$ cat src/rtl/score_pkg.sv
// Shared definitions for the two-player BCD score arbiter: FSM state
// encoding, player index constants and the default winning score.
package score_pkg;

  typedef enum logic [2:0] {
    ST_IDLE  = 3'd0,
    ST_UNITS = 3'd1,
    ST_TENS  = 3'd2,
    ST_DONE  = 3'd3,
    ST_OVER  = 3'd4
  } state_t;

  // Player indices double as array indices and as the Winner encoding.
  localparam logic PLAYER_1 = 1'b0;
  localparam logic PLAYER_2 = 1'b1;

  // Two-digit BCD winning score (15 points).
  localparam logic [7:0] DEFAULT_WIN_SCORE = 8'h15;

endpackage

$ cat src/rtl/bcd_digit.sv
// One BCD digit register: increments on request and wraps 9 -> 0 with a
// carry out, so the stored value can never exceed 9.
module bcd_digit (
  input  logic       Clock,
  input  logic       Reset,
  input  logic       clear,
  input  logic       inc,
  output logic [3:0] value,
  output logic       carry
);

  assign carry = inc && (value == 4'd9);

  // Digit register: clear dominates increment; increment wraps at 9.
  // NOTE: the reset branch and the synchronous clear both zero the digit; the
  // async reset covers power-up, the clear covers a new game mid-run.
  always_ff @(posedge Clock or posedge Reset) begin
    if (Reset) begin
      value <= 4'd0;
    end else if (clear) begin
      value <= 4'd0;
    end else if (inc) begin
      value <= carry ? 4'd0 : value + 4'd1;
    end
  end

endmodule

$ cat src/rtl/score_arbiter.sv
// Two-player score arbiter. A single FSM walks one point at a time through a
// shared units/tens increment sequence and acknowledges the granted player.
// Optional win limit: define SCORE_WIN_LIMIT_EN to stop the game once the
// granted player's score equals WIN_SCORE; otherwise scores wrap 99 -> 00.
module score_arbiter
  import score_pkg::*;
#(
  parameter logic [7:0] WIN_SCORE = DEFAULT_WIN_SCORE
) (
  input  logic       Clock,
  input  logic       Reset,
  input  logic       Clear,
  input  logic       Req_P1,
  input  logic       Req_P2,
  output logic       Ack_P1,
  output logic       Ack_P2,
  output logic [7:0] Score_P1,
  output logic [7:0] Score_P2,
  output logic       Busy,
  output logic       Game_Over,
  output logic       Winner
);

`ifdef SCORE_WIN_LIMIT_EN
  localparam logic WIN_LIMIT_EN = 1'b1;
`else
  localparam logic WIN_LIMIT_EN = 1'b0;
`endif

  state_t     state;
  state_t     state_next;
  logic       grant;        // player currently being served
  logic       last_served;  // round-robin pointer for simultaneous requests
  logic       pick;
  logic [1:0] units_inc;
  logic [1:0] tens_inc;
  logic [1:0] units_carry;
  logic [1:0] tens_carry;
  logic [3:0] units_val [2];
  logic [3:0] tens_val  [2];
  logic [7:0] granted_score;
  logic       win_hit;

  // The tens carry is the 99 -> 00 wrap; nothing downstream needs it.
  logic       unused_tens_carry;
  assign unused_tens_carry = ^tens_carry;

  // One digit pair per player; the FSM steers a single increment to one digit.
  for (genvar p = 0; p < 2; p++) begin : g_player
    bcd_digit u_units (
      .Clock (Clock),
      .Reset (Reset),
      .clear (Clear),
      .inc   (units_inc[p]),
      .value (units_val[p]),
      .carry (units_carry[p])
    );
    bcd_digit u_tens (
      .Clock (Clock),
      .Reset (Reset),
      .clear (Clear),
      .inc   (tens_inc[p]),
      .value (tens_val[p]),
      .carry (tens_carry[p])
    );
  end

  assign Score_P1      = {tens_val[PLAYER_1], units_val[PLAYER_1]};
  assign Score_P2      = {tens_val[PLAYER_2], units_val[PLAYER_2]};
  assign granted_score = (grant == PLAYER_2) ? Score_P2 : Score_P1;
  assign win_hit       = WIN_LIMIT_EN && (granted_score == WIN_SCORE);

  // Arbitration: a lone requester wins; on a tie serve the other player.
  always_comb begin
    if (Req_P1 && Req_P2) begin
      pick = ~last_served;
    end else if (Req_P2) begin
      pick = PLAYER_2;
    end else begin
      pick = PLAYER_1;
    end
  end

  // State register.
  always_ff @(posedge Clock or posedge Reset) begin
    if (Reset) begin
      state <= ST_IDLE;
    end else begin
      state <= state_next;
    end
  end

  // Next-state logic; Clear returns to IDLE from anywhere.
  always_comb begin
    state_next = state;
    if (Clear) begin
      state_next = ST_IDLE;
    end else begin
      case (state)
        ST_IDLE:  if (Req_P1 || Req_P2) state_next = ST_UNITS;
        ST_UNITS: state_next = units_carry[grant] ? ST_TENS : ST_DONE;
        ST_TENS:  state_next = ST_DONE;
        ST_DONE:  state_next = win_hit ? ST_OVER : ST_IDLE;
        ST_OVER:  state_next = ST_OVER;
        default:  state_next = ST_IDLE;
      endcase
    end
  end

  // Grant latch in IDLE and round-robin pointer update on completion.
  always_ff @(posedge Clock or posedge Reset) begin
    if (Reset) begin
      grant       <= PLAYER_1;
      last_served <= PLAYER_2;
    end else if (Clear) begin
      grant       <= PLAYER_1;
      last_served <= PLAYER_2;
    end else begin
      if (state == ST_IDLE && (Req_P1 || Req_P2)) grant <= pick;
      if (state == ST_DONE) last_served <= grant;
    end
  end

  // Outputs and digit increment steering, all decoded from the current state.
  // NOTE: every output gets a default first so no path leaves it unassigned,
  // which would otherwise infer a latch.
  always_comb begin
    units_inc = 2'b00;
    tens_inc  = 2'b00;
    Ack_P1    = 1'b0;
    Ack_P2    = 1'b0;
    Busy      = (state != ST_IDLE);
    Game_Over = WIN_LIMIT_EN && (state == ST_OVER);
    Winner    = Game_Over ? grant : 1'b0;
    if (!Clear) begin
      case (state)
        ST_UNITS: units_inc[grant] = 1'b1;
        ST_TENS:  tens_inc[grant]  = 1'b1;
        ST_DONE: begin
          Ack_P1 = (grant == PLAYER_1);
          Ack_P2 = (grant == PLAYER_2);
        end
        default: ;
      endcase
    end
  end

endmodule

$ cat config.mk
export PLATFORM = sky130hd
export DESIGN_NAME = score_arbiter
export DESIGN_NICKNAME = d
export VERILOG_FILES = /design/src/rtl/score_pkg.sv /design/src/rtl/bcd_digit.sv /design/src/rtl/score_arbiter.sv
export SDC_FILE = /design/constraint.sdc
export NUM_CORES = 1
export LEC_CHECK = 0
export BUFFER_PORTS_ARGS = -buffer_cell sky130_fd_sc_hd__buf_2
export CAP_MARGIN = 20
export CELL_PAD_IN_SITES_DETAIL_PLACEMENT = 0
export CELL_PAD_IN_SITES_GLOBAL_PLACEMENT = 1
export CORE_UTILIZATION = 43
export CTS_CLUSTER_DIAMETER = 40
export CTS_CLUSTER_SIZE = 28
export DETAILED_ROUTE_END_ITERATION = 10
export PLACE_DENSITY_LB_ADDON = 0.3
export SYNTH_ARGS = -nofsm -noshare
export SYNTH_HDL_FRONTEND = slang
export SYNTH_SLANG_ARGS = --single-unit
$ cat constraint.sdc
create_clock -name Clock -period 3.5 [get_ports Clock]
set_input_delay 0.7 -clock Clock [delete_from_list [all_inputs] [get_ports Clock]]
set_output_delay 0.7 -clock Clock [all_outputs]
set_load 0.1 [all_outputs]
-- Word-level counts from Yosys, hierarchy flattened
Cells that the tools add are included.
- add/sub/neg operators: 4
- magnitude comparators: 2
- equality and inequality tests: 9
- muxes and demuxes: 34
- bitwise logic cells: 2
- reductions and logical operators: 16
- operators by type and width (kind ; count):
    $mux W4 ; 12
    $add A4 B1 Y4 const B ; 4
    $eq A4 B4 Y1 const B ; 4
    $mux W1 ; 14
    $pmux W3 S4 ; 1
    $reduce_bool A2 Y1 ; 6
    $mux W2 ; 4
    $logic_and A1 B1 Y1 ; 7
    $eq A3 B2 Y1 const B ; 2
    $mux W3 ; 2
    $eq A3 B1 Y1 const B ; 1
    $eq A3 B3 Y1 const B ; 1
    $logic_not A3 Y1 ; 1
    $ne A3 B3 Y1 const B ; 1
    $reduce_bool A3 Y1 ; 1
    $lt A1 B2 Y1 const B ; 1
    $not A1 Y1 ; 2
    $demux W1 S1 ; 1
    $ge A1 B1 Y1 const B ; 1
    $logic_or A1 B1 Y1 ; 1
- register bits: 21
- output and inout bits: 21
- logic and storage cells: 74

-- Depth between registers and ports, before layout
Gate-level depths: netlist of the first run.
- depth after elaboration: 12
- mapped depth: 5

-- Hierarchy
Synthesis of the first run repeated with hierarchy kept, for this count alone.
- cells, all modules: 148
- area, all modules: 1343.8 um^2
- modules (own cells, without submodules) (module ; times used ; cells an instance ; area each (um^2) ; seq. area each (um^2)):
    bcd_digit ; 4 ; 27 ; 245.2 ; 100.1
    score_arbiter ; 1 ; 40 ; 362.8 ; 126.4

-- Worst setup path after synthesis of the first run
No wires, ideal clock.
- path kind: register to output
- start: reg state[0]
- end: out Ack_P2
- arrival: 3.860 ns
- data required time: 2.800 ns
- setup slack: -1.060 ns
- stages on the path, launching flop included: 4
- buffers on the path: 1
- cell sequence: dfrtp_1 -> clkbuf_1 -> nand2_1 -> nor4b_1
- cells in the longest elaborated chain, start to end: 3
- ends and longest elaborated chain (what ; RTL line ; source):
    from (decl) ; score_arbiter.sv:30 ; state_t state;
    from (signal assigned) ; score_arbiter.sv:89 ; state <= state_next;
    $eq A3 B2 Y1 ; score_arbiter.sv:136 ; case (state)
    $mux W1 ; score_arbiter.sv:136 ;
    $mux W1 ; score_arbiter.sv:135 ; if (!Clear) begin
    to (decl) ; score_arbiter.sv:16 ; output logic Ack_P2,
Every way passes these cells.

-- Worst setup path after layout of the first run
Ends and elaborated chain as after synthesis.

==> results.json, run 1 <==
{
  "ioPinCount": 26,
  "yosysMostFrequentCell": "dfrtp_1",
  "crit_buf_inv": 1,
  "synthTopCellsByArea": "dfrtp_1 40%, ha_1 7.9%, a21oi_1 6.0%",
  "yosys.area.top_type": "dfrtp_1",
  "r2r_end": "g_player[0].u_tens.value[3]",
  "cts_max_level": 1,
  "synth-seq-area-share": 0.418,
  "rsz0062_at_grt": "false",
  "crit_path_end_kind": "output port",
  "crit_type": "reg -> out",
  "drive_gt1_frac": 0.190,
  "die_w_um": 56.2,
  "vias": 1046,
  "clk_path_buf_depth": 2,
  "n_antenna_cell": 0,
  "vias_per_cell": 5.53,
  "maxSlewViolCount": 0,
  "holdWs_ps": 527,
  "wirelength_um": 2630,
  "yosys.area.top_type_share": 0.397,
  "synth_edf_count": 0,
  "synth.distinct_cells": 31,
  "path_depth": 3,
  "cts_inserted_buffers": 3,
  "drt_iter0_drc": 25,
  "synthArstFlopShare": 1.00,
  "r2r_slack_ps": 1500,
  "ys.flop_type": "dfrtp_1",
  "placementRows": 19,
  "leakage_nw": 0.624,
  "start_util": 0.457,
  "fin_crit_ps": 2460,
  "dp_slack_ps": 1100,
  "yosysWarningCount": 0,
  "fin_skew_ps": 4.13,
  "area_growth_pct": 12.2,
  "cap_violations": 0,
  "clock_latency_ps": 300,
  "grt_max_degree": 24,
  "gp_congestion": 0.809,
  "crit_start": "state[0]",
  "fin_ws_ps": 1040,
  "die_h_um": 56.2,
  "netlist_instances": 139,
  "slew_headroom": 0.466,
  "synth-seq-cells": 21,
  "wl_per_cell_um": 13.9,
  "critPathMaxStageDelay_ps": 540,
  "cts_num_sinks": 21,
  "dr.pass1.iters": 4,
  "post-cts-setup-buffers": 0,
  "grt_pass1_vias": 1005,
  "drc_errors": 0,
  "path_cells": "nand2_1, nor4b_2, buf_2",
  "r2r-start": "state[2]",
  "start_kind": "register",
  "synthTopCellsByCount": "20 x dfrtp_1, 15 x a21oi_1, 12 x inv_1, 12 x nand2_1",
  "worstPathMaxFanout": 12,
  "rr_worst_depth": 3,
  "root_buffer": "clkbuf_4",
  "grt_util_all_layers": 0.186,
  "crit_slowest_cell": "dfrtp_1",
  "antenna_found_initial": 0,
  "core_area_um2": 2760,
  "io_buffers": 23,
  "placed_cell_area_um2": 1390,
  "syn_area_per_cell_um2": 9.07,
  "fin_area_um2": 1420,
  "crit_required_ps": 2800,
  "overflow": 0,
  "hold_path_class": "in -> async",
  "cts_hold_buf": 0,
  "hpwl_um": 1820,
  "fmax_mhz": 406,
  "nets": 172,
  "fill_cells": 282,
  "critPathTopFamily": "flip-flops",
  "tns_ps": 0,
  "cts_resized": 0,
  "status": "complete, no violations",
  "grt_pass1_wl_um": 4690,
  "fin_crit_sh": 0.704,
  "tightestPinTransition_ps": 801,
  "p_per_area_nw_per_um2": 379,
  "ir_drop_mv": 0.282,
  "dieArea_um2": 3150,
  "drtAntennaViolNets": 0,
  "cts_tree": "done",
  "cp.arrival_ps": 1760,
  "setup_violations": 0,
  "hold_viol_final": 0,
  "clk_pin_slew_ps": 110,
  "synth.cell_area_um2": 1260
}
[cells by family after synthesis]
kind of cell / count (synthesis) / share of synthesized area
AOI/OAI and AO/OA: 31 / 0.140
adders and majority gates: 8 / 0.0794
buffers and inverters: 21 / 0.0694
and+or+nand+nor: 56 / 0.284
other: 1 / 0.00297
xor gates and xnor gates: 1 / 0.00695
DFF: 21 / 0.418
[worst register-to-register path: cells and delay by family (launching register included)]
family          cells  cell delay, ps
simple gates        2            1230
flops               1             540
compound gates      1             170
[layout make-up]
type                    count  area (µm²)  area share
multi-input cells          98         663       0.469
flip-flops and latches     21         527       0.372
repair buffers             23         115      0.0813
inverters                  12        45.0      0.0318
well taps                  31        38.8      0.0274
clock buffers               4        26.3      0.0186
[through the flow]
step,power [mW],util,instances
2_1_floorplan,0.403,-,140
3_3_place_gp,0.423,0.504,185
3_5_place_dp,0.425,0.504,185
4_1_cts,0.546,0.513,189
5_1_grt,0.565,0.513,189
6_report,0.536,0.513,189
[layer usage]
layer | global-route usage | vias to the layer above | part of all wire
li1 | - | 534 | -
met5 | 0 | - | 0
met2 | 0.316 | 12 | 0.48
met3 | 0.0419 | 2 | 0.028
met4 | 0.0209 | 0 | 0.0030
met1 | 0.250 | 498 | 0.49
[state kept, by name, summed over array words and instances, names as in the netlist]
| signal | cells |
|---|---|
| g_player.u_tens.value | 8 |
| g_player.u_units.value | 8 |
| grant | 1 |
| last_served | 1 |
| state | 3 |
[where the power goes]
group	internal, mW	switching, mW	leakage (nW)
registers	0.254	0.0206	0.285
clock network	0.0444	0.0722	0.0150
logic	0.0314	0.113	0.324
total	0.330	0.206	0.624
[cell usage in the layout, fill, tap and decap left out, types with 2 or more instances in the layout]
cell type	synthesis	layout
nor4b_1	3	2
a211o_1	2	2
conb_1	1	2
nor2_1	3	3
ha_1	8	8
a31oi_1	3	3
inv_1	12	12
or4b_1	3	3
or4_1	3	3
buf_2	1	23
clkbuf_4	0	3
nand2b_1	2	2
o21ai_0	8	8
a21oi_1	15	15
nand4b_1	2	2
nand2_1	12	12
nand4bb_1	2	2
nand3b_1	6	6
dfrtp_1	20	20
or3_1	7	7
and3b_1	2	2
nand3_1	8	8
[worst max-delay path by stage]
stage              to  slack (ps)
6_report       Ack_P2        1040
5_1_grt        Ack_P2         930
4_1_cts        Ack_P2        1020
3_5_place_dp   Ack_P2        1100
3_3_place_gp   Ack_P2        1110
2_1_floorplan  Ack_P1         200
(Power assumes the default switching activity.)
==> run 2: changes to the inputs <==
--- a/config.mk
+++ b/config.mk
@@ -9,7 +9,7 @@
 export CAP_MARGIN = 20
 export CELL_PAD_IN_SITES_DETAIL_PLACEMENT = 0
 export CELL_PAD_IN_SITES_GLOBAL_PLACEMENT = 1
-export CORE_UTILIZATION = 43
+export CORE_UTILIZATION = 36
 export CTS_CLUSTER_DIAMETER = 40
 export CTS_CLUSTER_SIZE = 28
 export DETAILED_ROUTE_END_ITERATION = 10
==> constraint.sdc (replaced) <==
create_clock -name Clock -period 2.02 [get_ports Clock]
set_input_delay 0.404 -clock Clock [delete_from_list [all_inputs] [get_ports Clock]]
set_output_delay 0.404 -clock Clock [all_outputs]
set_load 0.1 [all_outputs]
==> run 2 against run 1 <==
  * Via count grew 2.5%
  * Power increased by 81%
  * Critical path depth stayed put
  * First-iteration DRC count grew 36%
  * Routed wire length decreased by 3.0%
  * Hold slack got worse by 400 ps
  * Sequential share of layout area decreased by 3.0 points
  * Non-clock buffer count grew 5
  * Core utilization shrank 5.0 points
  * Largest cell class unchanged
  * Largest power group unchanged
==> results.json, run 2 (same netlist as run 1, synthesis figures left out) <==
{
  "r2r_end": "g_player[0].u_tens.value[3]",
  "cts_inserted_buffers": 3,
  "clk_pin_slew_ps": 120,
  "p_per_area_nw_per_um2": 627,
  "start_kind": "register",
  "io_buffers": 23,
  "r2r_slack_ps": 210,
  "hold_viol_final": 0,
  "tightestPinTransition_ps": 584,
  "clk_path_buf_depth": 2,
  "fin_skew_ps": 2.42,
  "clock_latency_ps": 300,
  "leakage_nw": 0.661,
  "holdWs_ps": 123,
  "cts_max_level": 1,
  "drc_errors": 0,
  "grt_util_all_layers": 0.151,
  "vias_per_cell": 5.13,
  "crit_path_end_kind": "output port",
  "status": "complete, no violations",
  "routedLengthMet1_um": 1240,
  "wl_met3_um": 67,
  "wirelength_um": 2560,
  "r2r-start": "grant",
  "die_w_um": 61.2,
  "fmax_mhz": 511,
  "n_antenna_cell": 0,
  "cts_tree": "done",
  "root_buffer": "clkbuf_4",
  "antenna_found_initial": 0,
  "overflow": 0,
  "gp_congestion": 0.766,
  "rr_worst_depth": 3,
  "layout_common_cells": "20 x buf_2, 19 x dfrtp_1, 15 x a21oi_1",
  "grt_pass1_vias": 914,
  "met2RoutedLength_um": 1230,
  "cts_hold_buf": 0,
  "dieArea_um2": 3740,
  "maxSlewViolCount": 0,
  "hpwl_um": 1850,
  "nets": 177,
  "ir_drop_mv": 0.188,
  "fin_area_um2": 1540,
  "start_util": 0.378,
  "cap_violations": 0,
  "crit_type": "reg -> out",
  "wl_per_cell_um": 12.2,
  "fin_crit_sh": 0.968,
  "hold_path_class": "in -> async",
  "rsz0062_at_grt": "false",
  "drt_iter0_drc": 34,
  "maxUsedRoutingLayer": "met4",
  "vias": 1072,
  "crit_required_ps": 1620,
  "placed_cell_area_um2": 1510,
  "placementRows": 21,
  "tns_ps": 0,
  "worstPathMaxFanout": 13,
  "final_common_cell": "buf_2",
  "die_h_um": 61.2,
  "drive_gt1_frac": 0.233,
  "cts_num_sinks": 21,
  "dr.pass1.iters": 4,
  "grt_pass1_wl_um": 4170,
  "design_power_total_mw": 0.969,
  "fill_cells": 348,
  "biggestRegsByFlops": "g_player.u_tens.value (8), g_player.u_units.value (8), state (3)",
  "slew_headroom": 0.605,
  "cp.arrival_ps": 1550,
  "grt_max_degree": 24,
  "final_util": 0.463,
  "setup_violations": 0,
  "seq_area_um2": 528,
  "ioPinCount": 26,
  "drtAntennaViolNets": 0,
  "area_growth_pct": 22.4,
  "fin_crit_ps": 1960,
  "multi_input_area_um2": 697,
  "core_area_um2": 3340
}
## run 2: worst max-delay path, stage by stage (launching register included)
cell	delay [ps]
dfrtp_1	400
buf_4	190
or3_1	440
buf_6	210
## run 2: worst max path at each step
stage	startpoint	to	slack, ps	cells after the start
final	state[2]	Busy	60	3
after global routing	state[2]	Busy	3	3
after CTS	state[2]	Busy	30	3
after detailed placement	grant	g_player[0].u_tens.value[3]	220	3
after global placement	grant	g_player[0].u_tens.value[3]	270	3
after floorplan	state[2]	Ack_P2	-40	2
## run 2: per-layer routing
layer	track usage	up-vias
li1	-	543
met1	0.196	510
met2	0.252	17
met3	0.0315	2
met4	0.0487	0
met5	0	-
## run 2: through the flow
| stage | setup WS [ps] | std cells |
|---|---|---|
| final | 64.1 | 209 |
| after detailed placement | 219 | 205 |
| after global routing | 3.23 | 209 |
| after floorplan | -39.3 | 140 |
| after global placement | 266 | 205 |
| after CTS | 28.0 | 209 |
## run 2: area by class of cell
cell class / instances / share of cell area
tap: 46 / 0.0373
timing repair buffer: 28 / 0.122
clock inverter: 1 / 0.00324
clock buffer: 3 / 0.0146
multi-input combinational: 98 / 0.451
sequential: 21 / 0.342
inverter: 12 / 0.0292
## run 2: timing repair
action | 4_1_cts | 5_1_grt
pin swaps | 0 | 0
setup endpoints to repair | 1 | 1
buffers inserted | 0 | 0
gates resized for setup | 1 | 1
## run 2: power breakdown
group	switching [mW]	internal, mW	total, mW
combinational	0.225	0.0768	0.301
clock	0.133	0.0739	0.207
sequential	0.0193	0.441	0.460
